$ cat src/rtl/rice_core_pkg.sv
// rice_core_pkg: shared CSR operation encoding and CSR address layout constants.
package rice_core_pkg;

   localparam int CSR_ADDRESS_WIDTH = 12;
   localparam int CSR_PRIV_LSB      = 8;

   typedef enum logic [1:0] {
      CSR_OP_RW = 2'd0,
      CSR_OP_RS = 2'd1,
      CSR_OP_RC = 2'd2
   } rice_core_csr_op;

endpackage

$ cat src/rtl/rice_bus_if.sv
// rice_bus_if: valid/ready request channel plus valid/ready response channel.
interface rice_bus_if #(
   parameter int ADDRESS_WIDTH = 12,
   parameter int DATA_WIDTH    = 32
);

   logic                     request_valid;
   logic                     request_ready;
   logic                     write;
   logic [ADDRESS_WIDTH-1:0] address;
   logic [DATA_WIDTH-1:0]    write_data;
   logic                     response_valid;
   logic                     response_ready;
   logic [DATA_WIDTH-1:0]    read_data;
   logic                     error;

   modport master (
      output request_valid, write, address, write_data, response_ready,
      input  request_ready, response_valid, read_data, error
   );

   modport slave (
      input  request_valid, write, address, write_data, response_ready,
      output request_ready, response_valid, read_data, error
   );

endinterface

$ cat src/rtl/rice_core_csr_access_ctrl.sv
// rice_core_csr_access_ctrl: runs one Zicsr instruction as a checked read-modify-write
// on the core CSR bus and returns the old CSR value with an error flag.
module rice_core_csr_access_ctrl
   import rice_core_pkg::*;
#(
   parameter int XLEN = 32
) (
   input  logic                         i_clk,
   input  logic                         i_rst_n,
   input  logic [1:0]                   i_privilege_level,
   input  logic                         i_valid,
   input  logic [1:0]                   i_op,
   input  logic [CSR_ADDRESS_WIDTH-1:0] i_address,
   input  logic [XLEN-1:0]              i_wdata,
   input  logic                         i_read_skip,
   input  logic                         i_write_skip,
   input  logic                         i_flush,
   output logic                         o_busy,
   output logic                         o_done,
   output logic [XLEN-1:0]              o_rdata,
   output logic                         o_error,
   rice_bus_if.master                   csr_if
);

   typedef enum logic [2:0] {
      IDLE,
      RD_REQ,
      RD_RSP,
      WR_REQ,
      WR_RSP,
      DONE
   } state_e;

   state_e                         state_q, state_d;
   logic [1:0]                     op_q, op_d;
   logic [CSR_ADDRESS_WIDTH-1:0]   address_q, address_d;
   logic [XLEN-1:0]                wdata_q, wdata_d;
   logic                           read_skip_q, read_skip_d;
   logic                           write_skip_q, write_skip_d;
   logic [XLEN-1:0]                old_q, old_d;
   logic                           error_q, error_d;
   logic                           flush_q, flush_d;
   logic                           flush_any;
   logic                           illegal;

   function automatic logic is_illegal(
      input logic [1:0]                   op,
      input logic [CSR_ADDRESS_WIDTH-1:0] address,
      input logic [1:0]                   privilege,
      input logic                         write_skip
   );
      return (address[CSR_PRIV_LSB+1:CSR_PRIV_LSB] > privilege)
          || (op == 2'd3)
          || (address[CSR_ADDRESS_WIDTH-1:CSR_ADDRESS_WIDTH-2] == 2'b11 && !write_skip);
   endfunction

   function automatic logic [XLEN-1:0] write_value(
      input logic [1:0]      op,
      input logic [XLEN-1:0] old,
      input logic [XLEN-1:0] src
   );
      return (op == CSR_OP_RS) ? (old | src) : (op == CSR_OP_RC) ? (old & ~src) : src;
   endfunction

   assign illegal   = is_illegal(i_op, i_address, i_privilege_level, i_write_skip);
   // A flush seen mid-transaction is remembered until the bus handshake drains.
   assign flush_any = i_flush || flush_q;

   always_ff @(posedge i_clk or negedge i_rst_n) begin
      if (!i_rst_n) begin
         state_q      <= IDLE;
         op_q         <= '0;
         address_q    <= '0;
         wdata_q      <= '0;
         read_skip_q  <= 1'b0;
         write_skip_q <= 1'b0;
         old_q        <= '0;
         error_q      <= 1'b0;
         flush_q      <= 1'b0;
      end else begin
         state_q      <= state_d;
         op_q         <= op_d;
         address_q    <= address_d;
         wdata_q      <= wdata_d;
         read_skip_q  <= read_skip_d;
         write_skip_q <= write_skip_d;
         old_q        <= old_d;
         error_q      <= error_d;
         flush_q      <= flush_d;
      end
   end

   always_comb begin
      state_d      = state_q;
      op_d         = op_q;
      address_d    = address_q;
      wdata_d      = wdata_q;
      read_skip_d  = read_skip_q;
      write_skip_d = write_skip_q;
      old_d        = old_q;
      error_d      = error_q;
      flush_d      = (state_q != IDLE) && (state_q != DONE) && flush_any;
      unique case (state_q)
         IDLE: begin
            if (i_valid && !i_flush) begin
               op_d         = i_op;
               address_d    = i_address;
               wdata_d      = i_wdata;
               read_skip_d  = i_read_skip;
               write_skip_d = i_write_skip;
               old_d        = '0;
               error_d      = illegal;
               state_d      = illegal ? DONE
                            : (i_read_skip && i_op == CSR_OP_RW) ? WR_REQ : RD_REQ;
            end
         end
         RD_REQ: begin
            if (csr_if.request_ready) state_d = RD_RSP;
         end
         RD_RSP: begin
            if (csr_if.response_valid) begin
               old_d   = csr_if.read_data;
               error_d = csr_if.error;
               state_d = flush_any ? IDLE
                       : (csr_if.error || write_skip_q) ? DONE : WR_REQ;
            end
         end
         WR_REQ: begin
            if (csr_if.request_ready) state_d = WR_RSP;
            else if (flush_any) state_d = IDLE;
         end
         WR_RSP: begin
            if (csr_if.response_valid) begin
               error_d = csr_if.error;
               state_d = flush_any ? IDLE : DONE;
            end
         end
         DONE: state_d = IDLE;
         default: state_d = IDLE;
      endcase
   end

   always_comb begin
      o_busy                = state_q != IDLE;
      o_done                = (state_q == DONE) && !i_flush;
      o_rdata               = old_q;
      o_error               = error_q;
      csr_if.request_valid  = (state_q == RD_REQ) || (state_q == WR_REQ);
      csr_if.write          = state_q == WR_REQ;
      csr_if.address        = address_q;
      csr_if.write_data     = write_value(op_q, old_q, wdata_q);
      csr_if.response_ready = (state_q == RD_RSP) || (state_q == WR_RSP);
   end

endmodule
$ cat src/flat_wrapper.sv
// flat-port wrapper written by rule: the top's interface ports become plain ports
module rice_core_csr_access_ctrl_flat import rice_core_pkg::*;
#(
   parameter int XLEN = 32
)
  (i_clk, i_rst_n, i_privilege_level, i_valid, i_op, i_address, i_wdata, i_read_skip, i_write_skip, i_flush, o_busy, o_done, o_rdata, o_error, csr_if_request_valid, csr_if_write, csr_if_address, csr_if_write_data, csr_if_response_ready, csr_if_request_ready, csr_if_response_valid, csr_if_read_data, csr_if_error);
  rice_bus_if csr_if_i ();
  input  logic i_clk;
  input  logic i_rst_n;
  input  logic [1:0] i_privilege_level;
  input  logic i_valid;
  input  logic [1:0] i_op;
  input  logic [CSR_ADDRESS_WIDTH-1:0] i_address;
  input  logic [XLEN-1:0] i_wdata;
  input  logic i_read_skip;
  input  logic i_write_skip;
  input  logic i_flush;
  output logic o_busy;
  output logic o_done;
  output logic [XLEN-1:0] o_rdata;
  output logic o_error;
  output wire logic [$bits(csr_if_i.request_valid)-1:0] csr_if_request_valid;
  output wire logic [$bits(csr_if_i.write)-1:0] csr_if_write;
  output wire logic [$bits(csr_if_i.address)-1:0] csr_if_address;
  output wire logic [$bits(csr_if_i.write_data)-1:0] csr_if_write_data;
  output wire logic [$bits(csr_if_i.response_ready)-1:0] csr_if_response_ready;
  input wire logic [$bits(csr_if_i.request_ready)-1:0] csr_if_request_ready;
  input wire logic [$bits(csr_if_i.response_valid)-1:0] csr_if_response_valid;
  input wire logic [$bits(csr_if_i.read_data)-1:0] csr_if_read_data;
  input wire logic [$bits(csr_if_i.error)-1:0] csr_if_error;
  assign csr_if_request_valid = csr_if_i.request_valid;
  assign csr_if_write = csr_if_i.write;
  assign csr_if_address = csr_if_i.address;
  assign csr_if_write_data = csr_if_i.write_data;
  assign csr_if_response_ready = csr_if_i.response_ready;
  assign csr_if_i.request_ready = csr_if_request_ready;
  assign csr_if_i.response_valid = csr_if_response_valid;
  assign csr_if_i.read_data = csr_if_read_data;
  assign csr_if_i.error = csr_if_error;
  rice_core_csr_access_ctrl #(.XLEN(XLEN)) u_core (.i_clk(i_clk), .i_rst_n(i_rst_n), .i_privilege_level(i_privilege_level), .i_valid(i_valid), .i_op(i_op), .i_address(i_address), .i_wdata(i_wdata), .i_read_skip(i_read_skip), .i_write_skip(i_write_skip), .i_flush(i_flush), .o_busy(o_busy), .o_done(o_done), .o_rdata(o_rdata), .o_error(o_error), .csr_if(csr_if_i));
endmodule
$ cat config.mk
export PLATFORM = sky130hd
export DESIGN_NAME = rice_core_csr_access_ctrl_flat
export DESIGN_NICKNAME = d
export VERILOG_FILES = /design/src/rtl/rice_core_pkg.sv /design/src/rtl/rice_bus_if.sv /design/src/rtl/rice_core_csr_access_ctrl.sv /design/src/flat_wrapper.sv
export SDC_FILE = /design/constraint.sdc
export NUM_CORES = 1
export LEC_CHECK = 0
export CAP_MARGIN = 5
export CORE_MARGIN = 2
export CORE_UTILIZATION = 40
export CTS_CLUSTER_DIAMETER = 30
export DETAILED_ROUTE_END_ITERATION = 16
export GPL_TIMING_DRIVEN = 0
export HOLD_SLACK_MARGIN = 0.08
export PLACE_DENSITY = 0.86
export SLEW_MARGIN = 20
export SYNTH_ARGS = -nofsm -noshare
export SYNTH_HDL_FRONTEND = slang
export SYNTH_SLANG_ARGS = --single-unit
$ cat constraint.sdc
create_clock -name i_clk -period 1.5 [get_ports i_clk]
set_input_delay 0.3 -clock i_clk [delete_from_list [all_inputs] [get_ports i_clk]]
set_output_delay 0.3 -clock i_clk [all_outputs]
set_load 0.005 [all_outputs]
# Yosys cells after proc, flatten, opt, wreduce, memory -nomap -nowiden
# Index checks and enable logic that the tools add are counted.
dict set report word_totals {
  regBits 84
  inputBits 89
}
dict set report op_classes {
  n_lt_le_gt_ge 1
  eq_ne 16
  mux 20
  bitwise_logic 3
  reduce_logical 24
}
# cell count
set op_table {}
lappend op_table {{32-bit 2-to-1 mux} 4}
lappend op_table {{32-bit one-hot mux with 2 select lines} 1}
lappend op_table {{32-bit AND} 1}
lappend op_table {{32-bit inverter} 1}
lappend op_table {{32-bit OR} 1}
lappend op_table {{3-bit 2-to-1 mux} 10}
lappend op_table {{3-bit one-hot mux with 5 select lines} 1}
lappend op_table {{2-bit == test (second input constant)} 3}
lappend op_table {{3-bit by 2-bit == test with 1-bit output (second input constant)} 2}
lappend op_table {{3-bit == test (second input constant)} 2}
lappend op_table {{1-bit logical AND} 6}
lappend op_table {{1-bit logical OR} 6}
lappend op_table {{2-bit != test (second input constant)} 3}
lappend op_table {{3-bit AND reduction} 2}
lappend op_table {{5-bit AND reduction} 1}
lappend op_table {{2-bit by 1-bit != test with 1-bit output (second input constant)} 2}
lappend op_table {{2-bit nonzero test} 2}
lappend op_table {{3-bit by 1-bit == test with 1-bit output (second input constant)} 1}
lappend op_table {{3-bit logical NOT} 1}
lappend op_table {{3-bit by 1-bit != test with 1-bit output (second input constant)} 1}
lappend op_table {{3-bit != test (second input constant)} 1}
lappend op_table {{3-bit nonzero test} 1}
lappend op_table {{2-bit by 1-bit == test with 1-bit output (second input constant)} 1}
lappend op_table {{2-bit greater-than comparator} 1}
lappend op_table {{7 further kinds} 9}

# Logic depth before layout (Yosys ltp)
# Gate-level depths: netlist (run 1).
dict set report logic_depth {
  word_depth 6
  ltp_mapped 7
}

# Worst setup path before layout (run 1)
# Ideal clock, no wire load.
dict set report synth_path {
  path_kind {input -> register}
  start {in i_privilege_level[1]}
  end {reg u_core.error_q (netlist: u_core.o_error)}
  arrival_time_ps 1495
  slack_ps -120
  cell_stages 7
  path_buffers 0
  cell_sequence {inv_1 > ha_1 > nor2b_1 > o21ai_0 > o211ai_1 > mux2_2 > mux2_2}
}
dict set report synth_via {
  elab_chain_len 5
}
# element line_no
set synth_rtl {}
lappend synth_rtl {{start: declaration} flat_wrapper.sv:10} ;# input logic [1:0] i_privilege_level;
lappend synth_rtl {{2-bit greater-than comparator} rice_core_csr_access_ctrl.sv:52} ;# return (address[CSR_PRIV_LSB+1:CSR_PRIV_LSB] > privilege)
lappend synth_rtl {{1-bit logical OR} rice_core_csr_access_ctrl.sv:53} ;# || (op == 2'd3)
lappend synth_rtl {{1-bit logical OR} rice_core_csr_access_ctrl.sv:54} ;# || (address[CSR_ADDRESS_WIDTH-1:CSR_ADDRESS_WIDTH-2] == 2'b11 && !write_skip);
lappend synth_rtl {{1-bit 2-to-1 mux} rice_core_csr_access_ctrl.sv:105} ;# if (i_valid && !i_flush) begin
lappend synth_rtl {{1-bit one-hot mux with 2 select lines} rice_core_csr_access_ctrl.sv:103} ;# unique case (state_q)
lappend synth_rtl {{end signal: assignment} rice_core_csr_access_ctrl.sv:88} ;# error_q <= error_d;
lappend synth_rtl {{end: declaration} rice_core_csr_access_ctrl.sv:41} ;# logic error_q, error_d;
# No other way between the ends. The select of a mux whose other input is x is not followed.
# A chain may end at the register's enable or synchronous reset.

# Final worst setup path (run 1)
dict set report layout_path {
  start {reg u_core.op_q[1]}
  end {out csr_if_write_data[10]}
}
dict set report layout_via {
  elab_chain_len 3
  word_cells_on_any_way 4
  cone_classes {eq/ne (2); mux (2)}
}
# element line_no
set layout_rtl {}
lappend layout_rtl {{start: declaration} rice_core_csr_access_ctrl.sv:35} ;# logic [1:0] op_q, op_d;
lappend layout_rtl {{start signal: assignment} rice_core_csr_access_ctrl.sv:82} ;# op_q <= op_d;
lappend layout_rtl {{2-bit == test} rice_core_csr_access_ctrl.sv:62} ;# return (op == CSR_OP_RS) ? (old | src) : (op == CSR_OP_RC) ? (old & ~src) : src;
lappend layout_rtl {{32-bit 2-to-1 mux} rice_core_csr_access_ctrl.sv:62}
lappend layout_rtl {{32-bit 2-to-1 mux *} rice_core_csr_access_ctrl.sv:62}
lappend layout_rtl {{end: declaration} flat_wrapper.sv:25} ;# output wire logic [$bits(csr_if_i.write_data)-1:0] csr_if_write_data;
# Mark *: on every way between the ends. The rest lies on a longest branch, timed or not.

==> impl_metrics.csv, run 1 <==
group,metric,value,unit
timing,fin_ws,-0.446,ns
floorplanning,core_area,10400,µm²
grt,grt_use_total,0.276,
status,violations,"setup timing",
timing,finalSetupViolCount,120,
routing,wl_met3,1010,µm
yosys,synth_edf_count,0,
placement,pre_cts_ws,-0.896,ns
finish,drive_above_1_share,0.471,
routing,routed-wl-met2,8760,µm
cts,cts-root-buf,"clkbuf_8",
timing,slew_headroom,0.648,
routing,wl_met1,6440,µm
yosys,yosysTopAreaCell,"dfrtp_1",
floorplanning,start_util,0.415,
routing,drt_iter0_drc,226,
finish,nFillCells,621,
routing,top_layer,"met4",
timing,slew_viol_final,0,
yosys,ys.flop_type,"dfrtp_1",
floorplanning,core.rowCount,37,
yosys,async_reset_ff_frac,1.00,
grt,grt_remaining_overflow,0,
job,drv_cap,0,
critical_path,cp_num_cells,7,
power_and_ir_drop,irDropWorstVdd,0.000927,V
finish,syn2layout_area_growth,88.2,%
placement,gp_congestion,0.852,
yosys,yosys_warnings,0,
critical_path,cp_data_arrival_time,1.65,ns
yosys,syn_inst,440,
critical_path,critical_path_class,"flop to output pin",
cts,cts_max_level,3,
cts,numCtsBuffers,9,
critical_path,r2r_setup_slack,-0.32,ns
placement,hpwlAfterDp,9350,µm
critical_path,reg2reg_to,"u_core.o_error",
yosys,yosys_register_bits,84,
yosys,synthTopCellsByArea,"dfrtp_1 49%, mux2_2 7.9%, xor2_1 6.5%",
timing,hold_ws,0.352,ns
timing,fin_crit,1.95,ns
critical_path,start_kind,"flop",
routing,viasPerCell,5.14,
yosys,avgSynthCellArea,9.77,µm²
cts,cts_tree,"done",
critical_path,cpMostUsedCell,"buf_12",
power_and_ir_drop,p_leak,3.90,nW
cts,clkLatencyLatePin,0.36,ns
routing,wire_per_inst,19.5,µm
yosys,ys_seq_area_frac,0.489,
min_path,hp-class,"primary input to flop",
routing,vias,4386,
finish,num_antenna_cells,0,
min_path,min_path_cells,3,
placement,io_buffer_count,170,
timing,skew,0.0139,ns
finish,final_nets,803,
power_and_ir_drop,power_density,2020,nW/µm²
routing,final_antenna_net_count,0,
timing,fmax,514,MHz
status,status,"finished, violations left",
critical_path,cp-startpoint,"u_core.op_q[1]",
yosys,synth_cell_types,35,
timing,worst_slew_pin_slew,0.528,ns
cts,cts_sinks,84,
floorplanning,dieHeight,108,µm
critical_path,path_cells,"buf_12 -> nand2_8 -> clkbuf_16 -> buf_12 -> a21oi_2 -> nor2_1 -> buf_2",
routing,route.detailed.drc,0,
critical_path,path_delay_family,"buffers and inverters",
cts,ctsLongestPathBuffers,2,
routing,routed_wirelength,16600,µm
grt,grt_pass1_vias,4736,
yosys,synth_top_area_share,0.489,
grt,grt_pass1_wl,24700,µm
grt,antenna_found_initial,0,
routing,dr.pass1.iters,4,
floorplanning,die-area,11600,µm²
timing,post-route-period-util,1.30,
critical_path,reg2reg_depth,7,
yosys,syn_nets,531,
floorplanning,io-pin-count,171,
grt,grt_max_degree,48,
cts,clk_pin_slew,0.08,ns
timing,rsz0062_at_grt,"yes",
floorplanning,die_w,108,µm
yosys,synth_area,4300,µm²
critical_path,worstSetupEndpoint,"csr_if_write_data[10]",
timing,hold_violations,0,
critical_path,slowest_stage,"dfrtp_2",
critical_path,critPathBufInv,4,
critical_path,r2r_start,"u_core.state_q[2]",
critical_path,worstPathRequired,1.20,ns
critical_path,cp_max_fo,8,
critical_path,cp-end-kind,"output pin",
critical_path,cpPeakStageDelay,0.44,ns
==> power breakdown <==
group / internal [mW] / leakage (nW) / switching [mW]
Sequential: 3.24 / 1.06 / 1.05
Combinational: 5.89 / 2.75 / 4.60
Clock: 0.693 / 0.0876 / 0.862
==> flip-flops by register name, summed over array words and instances (netlist names) <==
signal and count:
u_core.o_rdata 32, u_core.wdata_q 32, u_core.csr_if.address 12, u_core.state_q 3, u_core.op_q 2, u_core.flush_q 1
u_core.o_error 1, u_core.write_skip_q 1
==> worst min-delay path by stage <==
stage                                    end  slack (ns)                     start
CTS                 u_core.csr_if.address[8]        0.34              i_address[8]
finish              u_core.csr_if.address[8]        0.35              i_address[8]
global placement    u_core.csr_if.address[8]        0.46  u_core.csr_if.address[8]
detailed placement  u_core.csr_if.address[0]        0.31                   i_rst_n
floorplan           u_core.csr_if.address[0]       0.004                   i_rst_n
global route        u_core.csr_if.address[8]        0.35              i_address[8]
==> routing by layer <==
metal  up-vias  global-route usage
met5         -                   0
met4         0              0.0925
met3        36              0.0508
met2       184               0.491
met1      2164               0.334
li1       2002                   -
==> repair_timing <==
| action | CTS | global route |
|---|---|---|
| pin swaps | 64 | 69 |
| setup buffers | 67 | 15 |
| hold buffers | 1 | 0 |
| resized for setup | 377 | 121 |
| gates cloned | 12 | 1 |
| hold endpoints to repair | 37 | 0 |
| setup endpoints to repair | 156 | 119 |
==> logic make-up after synthesis <==
logic type / count (synthesis) / share of synthesized area
flip-flops: 84 / 0.489
AO/OA/AOI/OAI: 82 / 0.105
XOR/XNOR: 33 / 0.0672
AND/OR/NAND/NOR: 158 / 0.153
adder cells (fa/ha/maj): 2 / 0.00582
buffers and inverters: 33 / 0.0384
multiplexers: 48 / 0.141
==> area by class of cell <==
type | count | area (µm²) | area share
repair buffers | 266 | 2590 | 0.321
clock inverters | 5 | 36.3 | 0.00448
well taps | 136 | 170 | 0.0210
multi-input cells | 323 | 2640 | 0.326
inverters | 4 | 22.5 | 0.00278
clock buffers | 11 | 151 | 0.0187
plain buffers | 24 | 375 | 0.0464
flip-flops and latches | 84 | 2110 | 0.260
==> layout by cell type (no fill, tap or decap), types with 3 or more instances in the layout <==
master	Yosys	routed
dlygate4sd2_1	0	46
buf_8	0	11
nor2_1	69	66
xor2_1	32	24
clkbuf_2	0	5
clkbuf_16	0	5
a21oi_1	35	16
buf_2	15	31
clkbuf_8	0	13
buf_6	3	33
mux2_2	30	27
o21ai_1	5	7
a21oi_2	0	15
nand2_2	0	10
dfrtp_1	84	81
nand2_1	72	38
nand2_4	0	23
nand2b_4	0	3
buf_4	0	49
clkdlybuf4s50_1	0	83
a21oi_4	0	4
dfrtp_2	0	3
o21ai_2	0	29
buf_12	0	11
mux2_4	18	21
xor2_2	0	8
buf_16	0	8
clkinvlp_4	0	3
==> per-stage QoR <==
step	cell area (µm²)	setup TNS, ns	power (mW)	utilization	instances
final	8090	-35.19	16.3	0.780	853
after global routing	8090	-41.25	17.2	0.780	853
after CTS	7640	-31.01	14.8	0.737	841
after detailed placement	6220	-57.52	11.4	0.600	747
after global placement	6200	-293.63	11.1	0.598	746
after floorplan	4330	-0.0174	7.67	-	440
==> cells in the mapped netlist (all sizes together), types with 4 or more instances <==
library cell,number
dfrtp,84
nand2,72
nor2,70
mux2,48
o21ai,38
a21oi,35
xor2,32
buf,18
clkbuf,11
nand2b,5
inv,4
==> worst min-delay path, cell delays in order <==
cell	delay [ns]
dlygate4sd2_1	0.24
inv_2	0.06
o21ai_1	0.07
No activity file was read; power rests on OpenSTA's default activity.
==> run 2, diff against run 1 <==
--- a/config.mk
+++ b/config.mk
@@ -6,7 +6,6 @@
 export NUM_CORES = 1
 export LEC_CHECK = 0
 export CAP_MARGIN = 5
-export CORE_MARGIN = 2
 export CORE_UTILIZATION = 40
 export CTS_CLUSTER_DIAMETER = 30
 export DETAILED_ROUTE_END_ITERATION = 16
==> run 2 against run 1 <==
Effect of this change:
- largest power group unchanged
- fmax up 0.16%
- the run still ends with setup timing left
- final area down 0.71%
- clock skew down 0.0044 ns
- sequential share of layout area up 0.20 points
- power about the same
- register-to-register slack worse by 0.08 ns
- highest routed layer unchanged
- first-iteration DRC count up 14%
==> impl_metrics.csv, run 2 (synthesis gave the netlist of run 1 again) <==
group,metric,value,unit
cts,cts-root-buf,"clkbuf_8",
routing,final_antenna_net_count,0,
timing,post-route-period-util,1.30,
critical_path,r2r_setup_slack,-0.40,ns
finish,final_common_cell,"clkdlybuf4s50_1",
placement,hpwlAfterDp,9220,µm
critical_path,worstPathRequired,1.20,ns
placement,gp_congestion,0.874,
critical_path,critical_path_class,"flop to output pin",
floorplanning,io-pin-count,171,
cts,clkLatencyLatePin,0.36,ns
timing,fin_crit,1.94,ns
critical_path,cpPeakStageDelay,0.44,ns
critical_path,path_delay_family,"buffers and inverters",
floorplanning,core_area,10400,µm²
finish,nFillCells,657,
finish,finalNonFillerCells,858,
timing,slew_viol_final,0,
routing,routed_wirelength,16700,µm
finish,num_antenna_cells,0,
critical_path,cp_data_arrival_time,1.64,ns
cts,clk_pin_slew,0.09,ns
routing,drt_iter0_drc,258,
routing,viasPerCell,5.22,
finish,drive_above_1_share,0.488,
timing,slew_headroom,0.605,
critical_path,start_kind,"flop",
power_and_ir_drop,p_leak,3.87,nW
routing,route.detailed.drc,0,
cts,numCtsBuffers,9,
floorplanning,die_w,106,µm
routing,wire_per_inst,19.5,µm
grt,grt_pass1_vias,4769,
finish,final_cell_mix,"84 x clkdlybuf4s50_1, 80 x dfrtp_1, 64 x nor2_1",
power_and_ir_drop,power_density,2030,nW/µm²
routing,dr.pass1.iters,4,
grt,grt_max_degree,44,
power_and_ir_drop,irDropWorstVdd,0.00103,V
routing,vias,4476,
floorplanning,die-area,11200,µm²
finish,final_nets,810,
timing,fmax,515,MHz
critical_path,cp-end-kind,"output pin",
grt,grt_pass1_wl,24700,µm
min_path,hp-class,"primary input to flop",
placement,place_inst,747,
floorplanning,dieHeight,106,µm
cts,cts_sinks,84,
critical_path,critPathBufInv,3,
critical_path,cpMostUsedCell,"nor2_1",
critical_path,path_cells,"buf_4 -> bufbuf_16 -> xor2_2 -> nor2_1 -> nor2_1 -> buf_2",
grt,grt_use_total,0.288,
timing,hold_violations,0,
timing,rsz0062_at_grt,"yes",
cts,cts_max_level,3,
cts,cts_tree,"done",
grt,grt_remaining_overflow,0,
timing,worst_slew_pin_slew,0.593,ns
finish,syn2layout_area_growth,86.8,%
grt,antenna_found_initial,0,
job,drv_cap,0,
timing,finalSetupViolCount,119,
timing,tns,-39.63,ns
cts,ctsLongestPathBuffers,2,
status,status,"finished, violations left",
floorplanning,start_util,0.415,
timing,skew,0.00957,ns
placement,io_buffer_count,170,
status,violations,"setup timing",
critical_path,cp_max_fo,5,
placement,pre_cts_ws,-0.861,ns
floorplanning,core.rowCount,37,
timing,fin_ws,-0.443,ns
critical_path,slowest_stage,"dfrtp_2",
-- run 2: power by group --
group          switching (mW)  leakage, nW  internal, mW
combinational            4.60         2.72          5.84
clock                   0.872       0.0870         0.747
sequential               1.04         1.06          3.25
total                    6.51         3.87          9.84
-- run 2: path summary, 6_finish.rpt --
check,from,cells after the start,endpoint
min reg2reg,u_core.csr_if.address[8],2,u_core.csr_if.address[8]
min,i_address[9],2,u_core.csr_if.address[9]
max reg2reg,u_core.state_q[2],10,u_core.o_rdata[17]
max,u_core.op_q[1],6,csr_if_write_data[6]
max in group asynchronous,i_rst_n,3,u_core.op_q[0]
min in group asynchronous,i_rst_n,2,u_core.csr_if.address[10]
-- run 2: per-stage QoR --
stage | utilization | area [µm²] | power [mW] | hold WS (ns)
3_5_place_dp | 0.599 | 6210 | 11.4 | 0.334
3_3_place_gp | 0.598 | 6200 | 11.1 | 0.465
6_report | 0.775 | 8030 | 16.3 | 0.410
2_1_floorplan | - | 4330 | 7.67 | 0.00441
4_1_cts | 0.740 | 7680 | 15.1 | 0.413
5_1_grt | 0.775 | 8030 | 17.2 | 0.424
-- run 2: cell type report --
class,count,area [µm²],area share
multi-input cells,325,2630,0.328
repair buffers,270,2570,0.320
flip-flops and latches,84,2110,0.262
plain buffers,25,355,0.0442
well taps,136,170,0.0212
clock buffers,9,124,0.0154
clock inverters,5,55.1,0.00685
inverters,4,22.5,0.00280
-- run 2: timing repair --
action / CTS / global route
hold endpoints to repair: 41 / 0
hold buffers: 1 / 0
setup buffers: 78 / 9
gates cloned: 18 / 0
pin swaps: 82 / 77
endpoints found under the setup margin: 156 / 121
gates resized for setup: 391 / 85
-- run 2: routing by layer --
layer	share of wire	wire length (µm)	vias to the layer above	GRT usage
met5	0	0	-	0
met4	0.017	280	0	0.107
met3	0.061	1020	27	0.0513
met2	0.53	8820	217	0.515
met1	0.39	6580	2227	0.343
li1	-	-	2005	-
-- run 2: worst register-to-register path, cell delays in order (launching register included) --
cell and delay [ns]:
dfrtp_2 0.44, buf_6 0.13, buf_6 0.12, nor3_4 0.16
buf_6 0.14, nand3b_4 0.13, buf_12 0.19, a21boi_4 0.19
buf_6 0.20, nand2_4 0.05, o21ai_2 0.05
==> run 3, diff against run 2 <==
--- a/config.mk
+++ b/config.mk
@@ -6,12 +6,13 @@
 export NUM_CORES = 1
 export LEC_CHECK = 0
 export CAP_MARGIN = 5
-export CORE_UTILIZATION = 40
+export CORE_UTILIZATION = 41
+export CTS_BUF_LIST = sky130_fd_sc_hd__clkbuf_4
 export CTS_CLUSTER_DIAMETER = 30
 export DETAILED_ROUTE_END_ITERATION = 16
 export GPL_TIMING_DRIVEN = 0
 export HOLD_SLACK_MARGIN = 0.08
-export PLACE_DENSITY = 0.86
+export PLACE_DENSITY = 0.9
 export SLEW_MARGIN = 20
 export SYNTH_ARGS = -nofsm -noshare
 export SYNTH_HDL_FRONTEND = slang
==> run 3 against run 2 <==
Effect of this change:
- final area rose by 0.28%
- clock power is 22% lower
- via count is essentially flat
- global-route usage shrank 0.80 points
- utilization increased by 1.3 points
- worst hold slack worse by 0.076 ns
- the flow still finishes with violations (setup timing)
- sequential cell count unchanged
- first-iteration DRC count shrank 5.8%
- fmax decreased by 8.9%
- power down 0.83%
==> impl_metrics.csv, run 3 (synthesis gave the netlist of run 1 again) <==
group,metric,value,unit
routing,viasPerCell,5.22,
grt,grt_use_total,0.280,
critical_path,cpPeakStageDelay,0.50,ns
routing,dr.pass1.iters,6,
critical_path,r2r_setup_slack,-0.28,ns
placement,io_buffer_count,170,
critical_path,cp_data_arrival_time,1.83,ns
critical_path,start_kind,"flop",
min_path,hp-class,"primary input to flop",
finish,regArea,2110,µm²
cts,cts_max_level,3,
finish,nFillCells,617,
floorplanning,core_area,10200,µm²
floorplanning,core.rowCount,37,
floorplanning,dieHeight,104,µm
power_and_ir_drop,power.total,16.2,mW
finish,finalNonFillerCells,859,
routing,vias,4480,
finish,final_common_cell,"clkdlybuf4s50_1",
grt,grt_pass1_vias,4634,
critical_path,path_cells,"buf_12 -> buf_4 -> xor2_1 -> nor2_1 -> nor2_1 -> dlymetal6s2s_1",
power_and_ir_drop,p_leak,3.94,nW
power_and_ir_drop,irDropWorstVdd,0.00102,V
timing,finalSetupViolCount,120,
timing,skew,0.0132,ns
placement,hpwlAfterDp,9150,µm
finish,final_nets,811,
grt,antenna_found_initial,0,
grt,grt_max_degree,47,
floorplanning,io-pin-count,171,
critical_path,critPathBufInv,3,
timing,rsz0062_at_grt,"yes",
status,violations,"setup timing",
critical_path,cpMostUsedCell,"nor2_1",
finish,num_antenna_cells,0,
placement,gp_congestion,0.869,
floorplanning,die_w,104,µm
status,status,"finished, violations left",
timing,slew_headroom,0.624,
routing,wire_per_inst,19.1,µm
timing,slew_viol_final,0,
critical_path,cp_max_fo,5,
finish,syn2layout_area_growth,87.3,%
cts,numCtsBuffers,9,
cts,clk_pin_slew,0.13,ns
cts,cts_tree,"done",
cts,ctsLongestPathBuffers,2,
timing,worst_slew_pin_slew,0.564,ns
critical_path,cp-end-kind,"output pin",
job,drv_cap,0,
timing,post-route-period-util,1.42,
finish,multiInputGateArea,2580,µm²
timing,fin_crit,2.13,ns
cts,clkLatencyLatePin,0.44,ns
cts,cts_sinks,84,
finish,final_cell_mix,"85 x clkdlybuf4s50_1, 80 x dfrtp_1, 67 x nor2_1",
critical_path,worstPathRequired,1.20,ns
routing,drt_iter0_drc,243,
routing,final_antenna_net_count,0,
timing,fmax,469,MHz
critical_path,critical_path_class,"flop to output pin",
critical_path,path_delay_family,"flip-flops",
placement,place_inst,747,
routing,routed_wirelength,16400,µm
floorplanning,die-area,10900,µm²
grt,grt_pass1_wl,23600,µm
finish,drive_above_1_share,0.479,
grt,grt_remaining_overflow,0,
cts,cts-root-buf,"clkbuf_4",
floorplanning,start_util,0.420,
power_and_ir_drop,power_density,2010,nW/µm²
timing,fin_ws,-0.632,ns
routing,route.detailed.drc,0,
critical_path,slowest_stage,"dfrtp_2",
timing,hold_violations,0,
## run 3: cell count changes in the layout (fill, tap and decap cells not counted), moves of 11 or more
cell,change
clkbuf_2,+19
nand2_2,-13
a21oi_1,+11
dlygate4sd2_1,-27
nand2_4,+22
## run 3: timing repair
| action | 4_1_cts | 5_1_grt |
|---|---|---|
| buffers inserted | 69 | 27 |
| pin swaps | 45 | 52 |
| setup endpoints to repair | 155 | 143 |
| hold buffers | 1 | 0 |
| gates cloned | 10 | 3 |
| endpoints found under the hold margin | 38 | 0 |
| resized for setup | 303 | 194 |
## run 3: final timing paths
path	startpoint	endpoint	cells after the start
max reg2reg	u_core.state_q[1]	u_core.o_rdata[12]	9
max in group asynchronous	i_rst_n	u_core.csr_if.address[5]	3
max	u_core.op_q[1]	csr_if_write_data[15]	6
min in group asynchronous	i_rst_n	u_core.wdata_q[11]	2
min reg2reg	u_core.csr_if.address[8]	u_core.csr_if.address[8]	2
min	i_address[9]	u_core.csr_if.address[9]	2
## run 3: report_power, final
part	switching [mW]	leakage, nW	internal (mW)	total (mW)
logic	4.61	2.82	6.11	10.7
clock network	0.759	0.0672	0.497	1.26
registers	0.996	1.06	3.24	4.24
total	6.36	3.94	9.85	16.2
## run 3: layer usage
layer  share of wire  track usage  up-vias
met1            0.38        0.325     2210
met4           0.028        0.123        0
met3           0.056       0.0564       53
met5               0            0        -
met2            0.53        0.496      198
li1                -            -     2019
## run 3: metrics by stage
stage	worst slack [ns]	hold slack, ns	utilization	setup TNS (ns)	cell area (µm²)
floorplan	-0.0174	0.00441	-	-0.0174	4330
global placement	-2.94	0.465	0.606	-297.90	6200
detailed placement	-0.833	0.316	0.608	-54.47	6220
CTS	-0.826	0.309	0.746	-36.06	7630
global route	-0.691	0.309	0.787	-43.76	8060
finish	-0.632	0.334	0.787	-37.22	8060
## run 3: area by class of cell
cell class / count / area share
inverter: 4 / 0.00280
buffer: 25 / 0.0485
tap: 136 / 0.0211
clock buffer: 10 / 0.00932
timing repair buffer: 273 / 0.331
clock inverter: 4 / 0.00528
multi-input combinational: 323 / 0.320
sequential: 84 / 0.262
